$ cat src/rtl/pim_pkg.sv
// pim_pkg: opcodes, sequencer state encoding and response error codes shared by the PIM op sequencer.
package pim_pkg;
  localparam logic [1:0] OP_NOP = 2'b00;
  localparam logic [1:0] OP_ADD = 2'b01;
  localparam logic [1:0] OP_MUL = 2'b10;
  localparam logic ERR_NONE = 1'b0;
  localparam logic ERR_FAIL = 1'b1;
  typedef enum logic [2:0] {
    S_IDLE, S_RD_A, S_RD_B, S_CAP_B, S_EXEC, S_WB, S_RSP
  } seq_state_t;
  function automatic logic op_legal(input logic [1:0] op);
    return op == OP_ADD || op == OP_MUL;
  endfunction
endpackage

$ cat src/rtl/pim_op_sequencer_if.sv
// pim_op_sequencer_if: command, bank, ALU and response signals of the PIM op sequencer.
interface pim_op_sequencer_if #(
  parameter int ADDR_W = 8,
  parameter int DATA_W = 16,
  parameter int ID_W   = 5
);
  logic              cmd_valid;
  logic              cmd_ready;
  logic [1:0]        cmd_op;
  logic [ADDR_W-1:0] cmd_addr_a;
  logic [ADDR_W-1:0] cmd_addr_b;
  logic [ADDR_W-1:0] cmd_addr_d;
  logic [ID_W-1:0]   cmd_id;
  logic              mem_rd_en;
  logic [ADDR_W-1:0] mem_rd_addr;
  logic [DATA_W-1:0] mem_rd_data;
  logic              mem_wr_en;
  logic [ADDR_W-1:0] mem_wr_addr;
  logic [DATA_W-1:0] mem_wr_data;
  logic [DATA_W-1:0] alu_a;
  logic [DATA_W-1:0] alu_b;
  logic [1:0]        alu_operation;
  logic [ID_W-1:0]   alu_id;
  logic [DATA_W-1:0] alu_result;
  logic              alu_op_done;
  logic              rsp_valid;
  logic              rsp_ready;
  logic [ID_W-1:0]   rsp_id;
  logic [DATA_W-1:0] rsp_data;
  logic              rsp_err;
  modport master (
    input  cmd_valid, cmd_op, cmd_addr_a, cmd_addr_b, cmd_addr_d, cmd_id,
    input  mem_rd_data, alu_result, alu_op_done, rsp_ready,
    output cmd_ready, mem_rd_en, mem_rd_addr, mem_wr_en, mem_wr_addr, mem_wr_data,
    output alu_a, alu_b, alu_operation, alu_id, rsp_valid, rsp_id, rsp_data, rsp_err
  );
  modport slave (
    output cmd_valid, cmd_op, cmd_addr_a, cmd_addr_b, cmd_addr_d, cmd_id,
    output mem_rd_data, alu_result, alu_op_done, rsp_ready,
    input  cmd_ready, mem_rd_en, mem_rd_addr, mem_wr_en, mem_wr_addr, mem_wr_data,
    input  alu_a, alu_b, alu_operation, alu_id, rsp_valid, rsp_id, rsp_data, rsp_err
  );
endinterface

$ cat src/rtl/pim_op_sequencer.sv
// pim_op_sequencer: fetches two operands, runs the PIM ALU, writes back and responds; one command in flight.
// Define PIM_SEQ_TIMEOUT_EN to add the EXEC watchdog (TIMEOUT_CYC cycles, reported as rsp_err).
module pim_op_sequencer
  import pim_pkg::*;
#(
  parameter int ADDR_W      = 8,
  parameter int DATA_W      = 16,
  parameter int ID_W        = 5,
  parameter int TIMEOUT_CYC = 64
) (
  input logic clk,
  input logic rst,
  pim_op_sequencer_if.master bus
);
  seq_state_t        state;
  logic [1:0]        op;
  logic [ADDR_W-1:0] addr_b;
  logic [ADDR_W-1:0] addr_d;
  logic              expired;
`ifdef PIM_SEQ_TIMEOUT_EN
  localparam int TO_W = $clog2(TIMEOUT_CYC + 1);
  logic [TO_W-1:0] cnt;
  always_ff @(posedge clk) cnt <= (rst || state != S_EXEC) ? '0 : cnt + 1'b1;
  assign expired = state == S_EXEC && cnt == TO_W'(TIMEOUT_CYC - 1);
`else
  assign expired = 1'b0;
`endif
  always_ff @(posedge clk) begin
    if (rst) begin
      state             <= S_IDLE;
      op                <= OP_NOP;
      addr_b            <= '0;
      addr_d            <= '0;
      bus.cmd_ready     <= 1'b1;
      bus.mem_rd_en     <= 1'b0;
      bus.mem_rd_addr   <= '0;
      bus.mem_wr_en     <= 1'b0;
      bus.mem_wr_addr   <= '0;
      bus.mem_wr_data   <= '0;
      bus.alu_a         <= '0;
      bus.alu_b         <= '0;
      bus.alu_operation <= OP_NOP;
      bus.alu_id        <= '0;
      bus.rsp_valid     <= 1'b0;
      bus.rsp_id        <= '0;
      bus.rsp_data      <= '0;
      bus.rsp_err       <= ERR_NONE;
    end else begin
      bus.mem_rd_en <= 1'b0;
      bus.mem_wr_en <= 1'b0;
      case (state)
        S_IDLE: if (bus.cmd_valid) begin
          op            <= bus.cmd_op;
          addr_b        <= bus.cmd_addr_b;
          addr_d        <= bus.cmd_addr_d;
          bus.alu_id    <= bus.cmd_id;
          bus.rsp_id    <= bus.cmd_id;
          bus.cmd_ready <= 1'b0;
          if (op_legal(bus.cmd_op)) begin
            state           <= S_RD_A;
            bus.mem_rd_en   <= 1'b1;
            bus.mem_rd_addr <= bus.cmd_addr_a;
          end else begin
            state         <= S_RSP;
            bus.rsp_valid <= 1'b1;
            bus.rsp_err   <= ERR_FAIL;
            bus.rsp_data  <= '0;
          end
        end
        S_RD_A: begin
          state           <= S_RD_B;
          bus.mem_rd_en   <= 1'b1;
          bus.mem_rd_addr <= addr_b;
        end
        S_RD_B: begin
          state     <= S_CAP_B;
          bus.alu_a <= bus.mem_rd_data;
        end
        S_CAP_B: begin
          state             <= S_EXEC;
          bus.alu_b         <= bus.mem_rd_data;
          bus.alu_operation <= op;
        end
        // A completion on the expiry cycle takes priority over the watchdog.
        S_EXEC: if (bus.alu_op_done) begin
          state             <= S_WB;
          bus.alu_operation <= OP_NOP;
          bus.mem_wr_en     <= 1'b1;
          bus.mem_wr_addr   <= addr_d;
          bus.mem_wr_data   <= bus.alu_result;
          bus.rsp_data      <= bus.alu_result;
          bus.rsp_err       <= ERR_NONE;
        end else if (expired) begin
          state             <= S_RSP;
          bus.alu_operation <= OP_NOP;
          bus.rsp_valid     <= 1'b1;
          bus.rsp_err       <= ERR_FAIL;
          bus.rsp_data      <= '0;
        end
        S_WB: begin
          state         <= S_RSP;
          bus.rsp_valid <= 1'b1;
        end
        S_RSP: if (bus.rsp_ready) begin
          state         <= S_IDLE;
          bus.rsp_valid <= 1'b0;
          bus.cmd_ready <= 1'b1;
        end
        default: state <= S_IDLE;
      endcase
    end
  end
endmodule

$ cat src/flat_wrapper.sv
// flat-port wrapper written by rule: the top's interface ports become plain ports
module pim_op_sequencer_flat import pim_pkg::*;
#(
  parameter int ADDR_W      = 8,
  parameter int DATA_W      = 16,
  parameter int ID_W        = 5,
  parameter int TIMEOUT_CYC = 64
)
  (clk, rst, bus_cmd_valid, bus_cmd_op, bus_cmd_addr_a, bus_cmd_addr_b, bus_cmd_addr_d, bus_cmd_id, bus_mem_rd_data, bus_alu_result, bus_alu_op_done, bus_rsp_ready, bus_cmd_ready, bus_mem_rd_en, bus_mem_rd_addr, bus_mem_wr_en, bus_mem_wr_addr, bus_mem_wr_data, bus_alu_a, bus_alu_b, bus_alu_operation, bus_alu_id, bus_rsp_valid, bus_rsp_id, bus_rsp_data, bus_rsp_err);
  pim_op_sequencer_if #(.ADDR_W(ADDR_W), .DATA_W(DATA_W), .ID_W(ID_W)) bus_i ();
  input logic clk;
  input logic rst;
  input wire logic [$bits(bus_i.cmd_valid)-1:0] bus_cmd_valid;
  input wire logic [$bits(bus_i.cmd_op)-1:0] bus_cmd_op;
  input wire logic [$bits(bus_i.cmd_addr_a)-1:0] bus_cmd_addr_a;
  input wire logic [$bits(bus_i.cmd_addr_b)-1:0] bus_cmd_addr_b;
  input wire logic [$bits(bus_i.cmd_addr_d)-1:0] bus_cmd_addr_d;
  input wire logic [$bits(bus_i.cmd_id)-1:0] bus_cmd_id;
  input wire logic [$bits(bus_i.mem_rd_data)-1:0] bus_mem_rd_data;
  input wire logic [$bits(bus_i.alu_result)-1:0] bus_alu_result;
  input wire logic [$bits(bus_i.alu_op_done)-1:0] bus_alu_op_done;
  input wire logic [$bits(bus_i.rsp_ready)-1:0] bus_rsp_ready;
  output wire logic [$bits(bus_i.cmd_ready)-1:0] bus_cmd_ready;
  output wire logic [$bits(bus_i.mem_rd_en)-1:0] bus_mem_rd_en;
  output wire logic [$bits(bus_i.mem_rd_addr)-1:0] bus_mem_rd_addr;
  output wire logic [$bits(bus_i.mem_wr_en)-1:0] bus_mem_wr_en;
  output wire logic [$bits(bus_i.mem_wr_addr)-1:0] bus_mem_wr_addr;
  output wire logic [$bits(bus_i.mem_wr_data)-1:0] bus_mem_wr_data;
  output wire logic [$bits(bus_i.alu_a)-1:0] bus_alu_a;
  output wire logic [$bits(bus_i.alu_b)-1:0] bus_alu_b;
  output wire logic [$bits(bus_i.alu_operation)-1:0] bus_alu_operation;
  output wire logic [$bits(bus_i.alu_id)-1:0] bus_alu_id;
  output wire logic [$bits(bus_i.rsp_valid)-1:0] bus_rsp_valid;
  output wire logic [$bits(bus_i.rsp_id)-1:0] bus_rsp_id;
  output wire logic [$bits(bus_i.rsp_data)-1:0] bus_rsp_data;
  output wire logic [$bits(bus_i.rsp_err)-1:0] bus_rsp_err;
  assign bus_i.cmd_valid = bus_cmd_valid;
  assign bus_i.cmd_op = bus_cmd_op;
  assign bus_i.cmd_addr_a = bus_cmd_addr_a;
  assign bus_i.cmd_addr_b = bus_cmd_addr_b;
  assign bus_i.cmd_addr_d = bus_cmd_addr_d;
  assign bus_i.cmd_id = bus_cmd_id;
  assign bus_i.mem_rd_data = bus_mem_rd_data;
  assign bus_i.alu_result = bus_alu_result;
  assign bus_i.alu_op_done = bus_alu_op_done;
  assign bus_i.rsp_ready = bus_rsp_ready;
  assign bus_cmd_ready = bus_i.cmd_ready;
  assign bus_mem_rd_en = bus_i.mem_rd_en;
  assign bus_mem_rd_addr = bus_i.mem_rd_addr;
  assign bus_mem_wr_en = bus_i.mem_wr_en;
  assign bus_mem_wr_addr = bus_i.mem_wr_addr;
  assign bus_mem_wr_data = bus_i.mem_wr_data;
  assign bus_alu_a = bus_i.alu_a;
  assign bus_alu_b = bus_i.alu_b;
  assign bus_alu_operation = bus_i.alu_operation;
  assign bus_alu_id = bus_i.alu_id;
  assign bus_rsp_valid = bus_i.rsp_valid;
  assign bus_rsp_id = bus_i.rsp_id;
  assign bus_rsp_data = bus_i.rsp_data;
  assign bus_rsp_err = bus_i.rsp_err;
  pim_op_sequencer #(.ADDR_W(ADDR_W), .DATA_W(DATA_W), .ID_W(ID_W), .TIMEOUT_CYC(TIMEOUT_CYC)) u_core (.clk(clk), .rst(rst), .bus(bus_i));
endmodule
$ cat config.mk
export PLATFORM = sky130hd
export DESIGN_NAME = pim_op_sequencer_flat
export DESIGN_NICKNAME = d
export VERILOG_FILES = /design/src/rtl/pim_pkg.sv /design/src/rtl/pim_op_sequencer_if.sv /design/src/rtl/pim_op_sequencer.sv /design/src/flat_wrapper.sv
export SDC_FILE = /design/constraint.sdc
export NUM_CORES = 1
export LEC_CHECK = 0
export CAP_MARGIN = 0
export CORE_UTILIZATION = 44
export CTS_CLUSTER_SIZE = 20
export DETAILED_ROUTE_END_ITERATION = 8
export GPL_TIMING_DRIVEN = 0
export MAX_ROUTING_LAYER = met4
export PLACE_DENSITY = 0.8
export SLEW_MARGIN = 20
export SYNTH_ARGS = -nofsm -noshare
export SYNTH_HDL_FRONTEND = slang
export SYNTH_SLANG_ARGS = --single-unit
$ cat constraint.sdc
create_clock -name clk -period 2.05 [get_ports clk]
set_input_delay 0.3075 -clock clk [delete_from_list [all_inputs] [get_ports clk]]
set_output_delay 0.3075 -clock clk [all_outputs]
set_load 0.05 [all_outputs]
Yosys cells after proc, flatten, opt, wreduce, memory -nomap -nowiden --
Index checks and enable logic that the tools add are counted.
Storage, ports and cells: memory bits (writable) 0, register bits 113, output and inout bits 97, bits in latches 0, memories kept 0, input port bits 68, ROM bits 0, word-level logic and storage cells 74
Operators by class: shift operators 0, multiplexer cells 27, bitwise gates (word level) 1, equality and inequality tests 13, multipliers 0, magnitude comparators 0, divide/modulo/power cells 0, reductions and logical operators 16, add/sub/neg operators 0
Operators with widths (count):
- $mux 16 | 3
- $pmux 16 s2 | 1
- $pmux 3 s7 | 1
- $mux 8 | 2
- $pmux 8 s2 | 1
- $mux 3 | 4
- $eq 3x3->1 const B | 3
- $mux 1 | 9
- $reduce_and 3->1 | 3
- $ne 2x2->1 const B | 4
- $reduce_and 4->1 | 2
- $reduce_bool 2->1 | 4
- $eq 3x2->1 const B | 2
- $pmux 1 s2 | 3
- $reduce_and 2->1 | 3
- $pmux 2 s2 | 1
- $eq 3x1->1 const B | 1
- $logic_not 3->1 | 1
- $pmux 1 s3 | 1
- $reduce_bool 3->1 | 1
- $eq 2x1->1 const B | 1
- $eq 2x2->1 const B | 1
- $mux 2 | 1
- $ne 2x1->1 const B | 1
- other kinds (3) | 3

Longest topological paths before layout --
Gate-level depths: netlist (run 1).
depth in word-level cells 5, mapped depth 7, mapped depth without buffers 3

Worst setup path before layout (run 1) --
No wires, ideal clock.
kind register to register, start register u_core.state[2], end register u_core.bus.rsp_data[11], path slack 0.502 ns, period minus slack after synthesis 1.548 ns, arrival time 1.415 ns, data required time 1.918 ns, setup time 0.132 ns, buffers on the path 3, stages on the path, launching flop included 7, cell sequence dfxtp_1 buf_6 or4b_4 buf_6 buf_6 o211ai_2 a21oi_1
On the way: cells in the longest elaborated chain, start to end 3, elaborated cells on any way between the ends 8, classes of those cells 4 x eq/ne; 1 x mux; 3 x reduce/logical
RTL lines:
- from (decl) | RTL line pim_op_sequencer.sv:15 | seq_state_t state;
- from (signal assigned) | RTL line pim_op_sequencer.sv:30 | state <= S_IDLE;
- from (signal assigned) | RTL line pim_op_sequencer.sv:60 | state <= S_RD_A;
- from (signal assigned) | RTL line pim_op_sequencer.sv:64 | state <= S_RSP;
- $eq 3x3->1 / $logic_not 3->1 (equally long branches) | RTL line pim_op_sequencer.sv:51 | case (state)
- $ne 2x2->1 (no source line) / $reduce_bool 2->1 (equally long branches)
- $reduce_and 4->1 (no source line)
- to (signal assigned) | RTL line pim_op_sequencer.sv:91 | bus.rsp_data <= bus.alu_result;
- to (decl) | RTL line pim_op_sequencer_if.sv:35 | output alu_a, alu_b, alu_operation, alu_id, rsp_valid, rsp_id, rsp_data, rsp_err
Several ways; a longest one is shown, not always the timed one. A chain may end at the register's enable or synchronous reset.

Worst setup path after layout (run 1) --
start register u_core.bus.alu_id[4], end output port bus_alu_id[4]
RTL lines:
- from (decl) | RTL line pim_op_sequencer_if.sv:35
- from (signal assigned) | RTL line pim_op_sequencer.sv:56 | bus.alu_id <= bus.cmd_id;
- to (decl) | RTL line flat_wrapper.sv:32 | output wire logic [$bits(bus_i.alu_id)-1:0] bus_alu_id;
No word-level cell between the ends.

==> impl_metrics.tcl, run 1 <==
set metrics [dict create \
    grt_pass1_vias 4128 \
    layout-drive-gt1-share 0.125 \
    cts_setup_buffers 0 \
    cts_tree "yes" \
    die-area_um2 10200 \
    ios 165 \
    maxSlewViolCount 0 \
    avgSynthCellArea_um2 8.63 \
    fin_skew_ps 12.9 \
    area_delta_synth_final_pct 56.4 \
    leakagePower_uw 0.00249 \
    drt_iter0_markers 144 \
    grt_pass1_wl_um 20100 \
    slowest_stage "clkdlybuf4s50_1" \
    crit_path_start_kind "flip-flop" \
    finalHoldViolCount 0 \
    cp_max_fo 3 \
    vias 4243 \
    tightest_slew_ps 727 \
    numCtsBuffers 17 \
    wirelength_um 13100 \
    max_freq_ghz 0.497 \
    synth_cell_type_count 34 \
    die_w_um 101 \
    crit_chain "clkdlybuf4s50_1" \
    synth_area_leaders "dfxtp_1, nand2_1, a21oi_1, o211ai_2, a211oi_1" \
    clock_sinks 113 \
    syn_inst 498 \
    worstSetupPathType "reg -> out" \
    core.rowCount 35 \
    critical_path.top_delay_family "buffers and inverters" \
    arrival_ps 1700 \
    fin_nets 749 \
    antenna_found_initial 0 \
    post-route-period-util 0.981 \
    h-tree-depth 4 \
    synth_top_area_cell "dfxtp_1" \
    grt_max_degree 17 \
    status "finished, final reports clean" \
    clock_latency_ps 510 \
    hp-class "in -> reg" \
    vdd_drop_max_mv 0.680 \
    setup_violations 0 \
    fin_total_pwr_uw 7280 \
    gp_congestion 0.848 \
    cp_num_buf_inv 1 \
    worstSetupEndpointType "primary output" \
    yosysTopAreaCellShare 0.526 \
    core_area_um2 9370 \
    port_buffers 164 \
    initial_core_util 0.459 \
    slew_headroom 0.514 \
    route.detailed.drc 0 \
    firstDrtPassIters 4 \
    track_usage 0.269 \
    clockBufferDepth 2 \
    vias_per_cell 5.16 \
    cts_root_buf "clkbuf_8" \
    grt_setup_unrepaired "no" \
    place_hpwl_um 9340 \
    fp.dieH_um 101 \
    fin_crit_ps 2010 \
    seq_area_frac_synth 0.526 \
    cts_hold_buf 0 \
    grt-ovfl-total 0 \
    drv_cap 0 \
    antennaDiodeCount 0 \
    path_clk_slew_ps 60 \
    synthesis.nets 566 \
    netlist_area_um2 4300 \
    power.density_nw_per_um2 1080 \
    setup_tns_ps 0 \
    ant_nets 0 \
    max_stage_delay_ps 820 \
    synth_warnings 0 \
    ys_ff_latch 113 \
    r2r_setup_slack_ps 150 \
    wire_per_inst_um 15.9 \
    cp_data_required_time_ps 1740 \
]
-- cell usage after synthesis --
master,instances
a2111oi_0,1
a211oi_1,17
a21o_1,1
a21oi_1,98
a22oi_1,1
a31oi_1,1
a41oi_1,1
and3b_1,1
buf_2,23
buf_4,5
buf_6,4
clkbuf_1,16
dfxtp_1,113
inv_1,2
mux2i_1,9
nand2_1,164
nand2b_1,1
nand3_1,2
nand3b_1,1
nand4bb_1,1
nor2_1,5
nor2b_1,1
nor3b_2,3
nor4b_2,1
nor4bb_1,1
o211a_1,1
o211ai_2,16
o21a_1,1
o21ai_0,2
o31a_1,1
or3b_2,1
or4b_2,1
or4b_4,1
xor2_1,1
-- worst paths after layout --
kind                                           start                   endpoint  depth (start not counted)
worst min register to register      u_core.addr_d[2]  u_core.bus.mem_wr_addr[2]                          2
worst max register to register       u_core.state[0]           u_core.addr_b[3]                          5
worst max-delay path            u_core.bus.alu_id[4]              bus_alu_id[4]                          1
worst min-delay path                   bus_cmd_id[1]       u_core.bus.alu_id[1]                          3
-- flip-flops by register name, summed over array words and instances, names as in the netlist --
register,cells
u_core.bus.alu_a,16
u_core.bus.alu_b,16
u_core.bus.mem_wr_data,16
u_core.bus.rsp_data,16
u_core.addr_b,8
u_core.addr_d,8
u_core.bus.mem_rd_addr,8
u_core.bus.mem_wr_addr,8
u_core.bus.alu_id,5
u_core.state,3
u_core.bus.alu_operation,2
u_core.op,2
u_core.bus.cmd_ready,1
u_core.bus.mem_rd_en,1
u_core.bus.mem_wr_en,1
u_core.bus.rsp_err,1
u_core.bus.rsp_valid,1
-- through the flow --
step | utilization | worst slack [ps] | area (µm²) | cells | hold WS (ps)
2_1_floorplan | - | 502 | 4300 | 498 | 412
6_report | 0.717 | 39.3 | 6720 | 823 | 342
4_1_cts | 0.716 | 12.2 | 6710 | 823 | 333
3_5_place_dp | 0.651 | -70.5 | 6100 | 791 | 444
5_1_grt | 0.717 | 6.24 | 6720 | 823 | 346
3_3_place_gp | 0.651 | -55.6 | 6100 | 791 | 436
-- area by class of cell --
type                       instances  area, µm²
inverter                           2       7.51
clock buffer                      19        442
buffer                            48        258
clock inverter                    13        173
tap                              129        161
fill                             763       2650
multi-input combinational        335       1770
sequential                       113       2260
timing repair buffer             164       1650
-- per-layer routing --
| layer | track usage | up-vias | routed length (µm) |
|---|---|---|---|
| li1 | - | 2053 | - |
| met1 | 0.313 | 2015 | 5460 |
| met2 | 0.448 | 150 | 6620 |
| met3 | 0.0631 | 25 | 730 |
| met4 | 0.110 | 0 | 282 |
| met5 | - | - | 0 |
-- cells in the final DEF (no fill, tap or decap), drive strengths merged, types with 3 or more instances in the layout --
| cell type | instances |
|---|---|
| buf | 32 |
| mux2i | 9 |
| o211ai | 16 |
| bufinv | 3 |
| inv | 7 |
| clkbuf | 35 |
| dfxtp | 113 |
| dlygate4sd2 | 5 |
| a21oi | 98 |
| nand2 | 164 |
| clkdlybuf4s50 | 154 |
| clkinvlp | 4 |
| a211oi | 17 |
| nor2 | 5 |
| dlymetal6s2s | 5 |
| nor3b | 3 |
-- power breakdown --
group	switching, µW	internal [µW]	total [µW]
registers	102	2390	2490
logic	1140	637	1780
clock network	1070	1940	3010
total	2320	4960	7280
-- kinds of logic (layout without fill, tap and decap cells) --
group	Yosys count	in the layout	synth area share
compound gates	141	141	0.208
buf+inv	50	246	0.0617
mux	9	9	0.0210
flops	113	113	0.526
xor+xnor	1	1	0.00204
simple gates	184	184	0.181
-- what timing repair did --
| action | in CTS | in global routing |
|---|---|---|
| resized for setup | 5 | 5 |
| endpoints found under the hold margin | 0 | 0 |
| gates cloned | 0 | 0 |
| endpoints found under the setup margin | 5 | 5 |
(Power assumes the default switching activity.)
==> inputs of run 2 (changes only) <==
Settings changed: CAP_MARGIN 0 to default, CORE_ASPECT_RATIO from default to 1.25.
==> run 2 against run 1 <==
Net effect: hold slack improved by 100 ps; utilization decreased by 0.54 points; die area is essentially flat; largest cell class unchanged; maximum frequency increased by 0.84%; power shrank 4.5%; largest power group unchanged; design area is 1.3% lower; wire length fell by 0.66%; final cell count shrank 0.97%; sequential power about the same; clock power shrank 11%; combinational power about the same; sequential cell count unchanged.
==> impl_metrics.tcl, run 2 (synthesis gave the netlist of run 1 again) <==
set metrics [dict create \
    grt_max_degree 17 \
    drt_iter0_markers 272 \
    hold_depth 2 \
    arrival_ps 1690 \
    fin_util 0.712 \
    crit_path_start_kind "flip-flop" \
    grt_pass1_vias 4289 \
    port_buffers 164 \
    h-tree-depth 4 \
    clock_sinks 113 \
    max_stage_delay_ps 790 \
    crit_chain "buf_4 > clkdlybuf4s50_1" \
    firstDrtPassIters 5 \
    initial_core_util 0.461 \
    mostFrequentLayoutCells "nand2_1, clkdlybuf4s50_1, dfxtp_1" \
    ant_nets 0 \
    vias 4246 \
    core_area_um2 9320 \
    cts_root_buf "clkbuf_16" \
    core.rowCount 39 \
    cp_num_buf_inv 2 \
    wl_met2_um 6820 \
    wl_met1_um 5180 \
    finalHoldViolCount 0 \
    reg2regPathDepth 5 \
    post-route-period-util 0.973 \
    post-place-ws_ps -102 \
    fin_skew_ps 6.34 \
    cp.depth 2 \
    ios 165 \
    power.density_nw_per_um2 1050 \
    cts_tree "yes" \
    place_hpwl_um 9360 \
    worstSetupEndpointType "primary output" \
    drv_cap 0 \
    cp_max_fo 3 \
    die-area_um2 10200 \
    path_clk_slew_ps 50 \
    area_delta_synth_final_pct 54.3 \
    status "finished, final reports clean" \
    clock_latency_ps 400 \
    max_freq_ghz 0.502 \
    place_area_um2 6090 \
    antennaDiodeCount 0 \
    gp_congestion 0.845 \
    leakagePower_uw 0.00238 \
    vdd_drop_max_mv 0.689 \
    wl_met3_um 786 \
    vias_per_cell 5.21 \
    stdcell_area_um2 6640 \
    tightest_slew_ps 588 \
    setup_ws_ps 56.1 \
    hp-class "reg -> reg" \
    wire_per_inst_um 16.0 \
    maxSlewViolCount 0 \
    slowest_stage "clkdlybuf4s50_1" \
    numCtsBuffers 17 \
    slew_headroom 0.606 \
    track_usage 0.272 \
    grt_pass1_wl_um 20800 \
    critical_path.top_delay_family "buffers and inverters" \
    setup_tns_ps 0 \
    fp.dieH_um 113 \
    layout-drive-gt1-share 0.118 \
    routed.top_layer "met4" \
    wirelength_um 13000 \
    fin_nets 749 \
    antenna_found_initial 0 \
    cp_data_required_time_ps 1740 \
    layout_commonest_cell "nand2_1" \
    grt-ovfl-total 0 \
    route.detailed.drc 0 \
    grt_setup_unrepaired "no" \
    clockBufferDepth 2 \
    setup_violations 0 \
    worstSetupPathType "reg -> out" \
    cts_hold_buf 0 \
    die_w_um 90.4 \
    fin_crit_ps 1990 \
]
-- run 2: cell count changes in the layout (fill, tap and decap cells not counted), sizes merged --
cell / before / now
clkinvlp: 4 / 0
dlygate4sd2: 5 / 0
dlymetal6s2s: 5 / 1
inv: 7 / 2
clkinv: 1 / 6
clkdlybuf4s50: 154 / 163
clkbuf: 35 / 39
bufinv: 3 / 1
-- run 2: power breakdown --
group | internal, µW | total [µW] | switching (µW)
clock | 1730 | 2670 | 937
sequential | 2390 | 2500 | 106
combinational | 644 | 1780 | 1140
total | 4760 | 6950 | 2180
-- run 2: repair_timing --
item / CTS / global route
endpoints found under the setup margin: 0 / 1
resized for setup: 0 / 1
buffers inserted: 0 / 0
-- run 2: per-stage QoR --
step / cells / hold WS (ps) / total power, µW
floorplan: 498 / 412 / 3670
global placement: 785 / 437 / 4260
detailed placement: 785 / 436 / 4310
CTS: 815 / 436 / 6970
global route: 815 / 440 / 7210
finish: 815 / 444 / 6950
-- run 2: final cells by class --
class / count / area [µm²]
Buffer: 48 / 258
Clock buffer: 23 / 478
Clock inverter: 7 / 60.1
Fill cell: 727 / 2690
Inverter: 2 / 7.51
Multi-Input combinational cell: 335 / 1770
Sequential cell: 113 / 2260
Tap cell: 123 / 154
Timing Repair Buffer: 164 / 1640
-- run 2: final timing paths --
| kind | start | end | slack (ps) |
|---|---|---|---|
| worst max-delay path | u_core.bus.alu_id[4] | bus_rsp_id[4] | 60 |
| worst min-delay path | u_core.bus.cmd_ready | u_core.bus.cmd_ready | 440 |
| worst max register to register | u_core.state[0] | u_core.addr_b[4] | 280 |
| worst min register to register | u_core.bus.cmd_ready | u_core.bus.cmd_ready | 440 |
-- run 2: per-layer routing --
| layer | vias to the layer above | GRT usage |
|---|---|---|
| met5 | - | - |
| met1 | 2009 | 0.300 |
| li1 | 2046 | - |
| met2 | 171 | 0.461 |
| met4 | 0 | 0.114 |
| met3 | 20 | 0.0745 |
-- run 2: tightest hold or removal path: cells and delay by family, from the launching register on --
kind | cells | cell delay [ps]
and+or+nand+nor | 2 | 100
DFF | 1 | 300
==> inputs of run 3 (changes only) <==
Settings changed: CAP_MARGIN from default to 25.
==> results of run 3 <==
No change in the layout: final DEF, timing and power equal those of run 2.
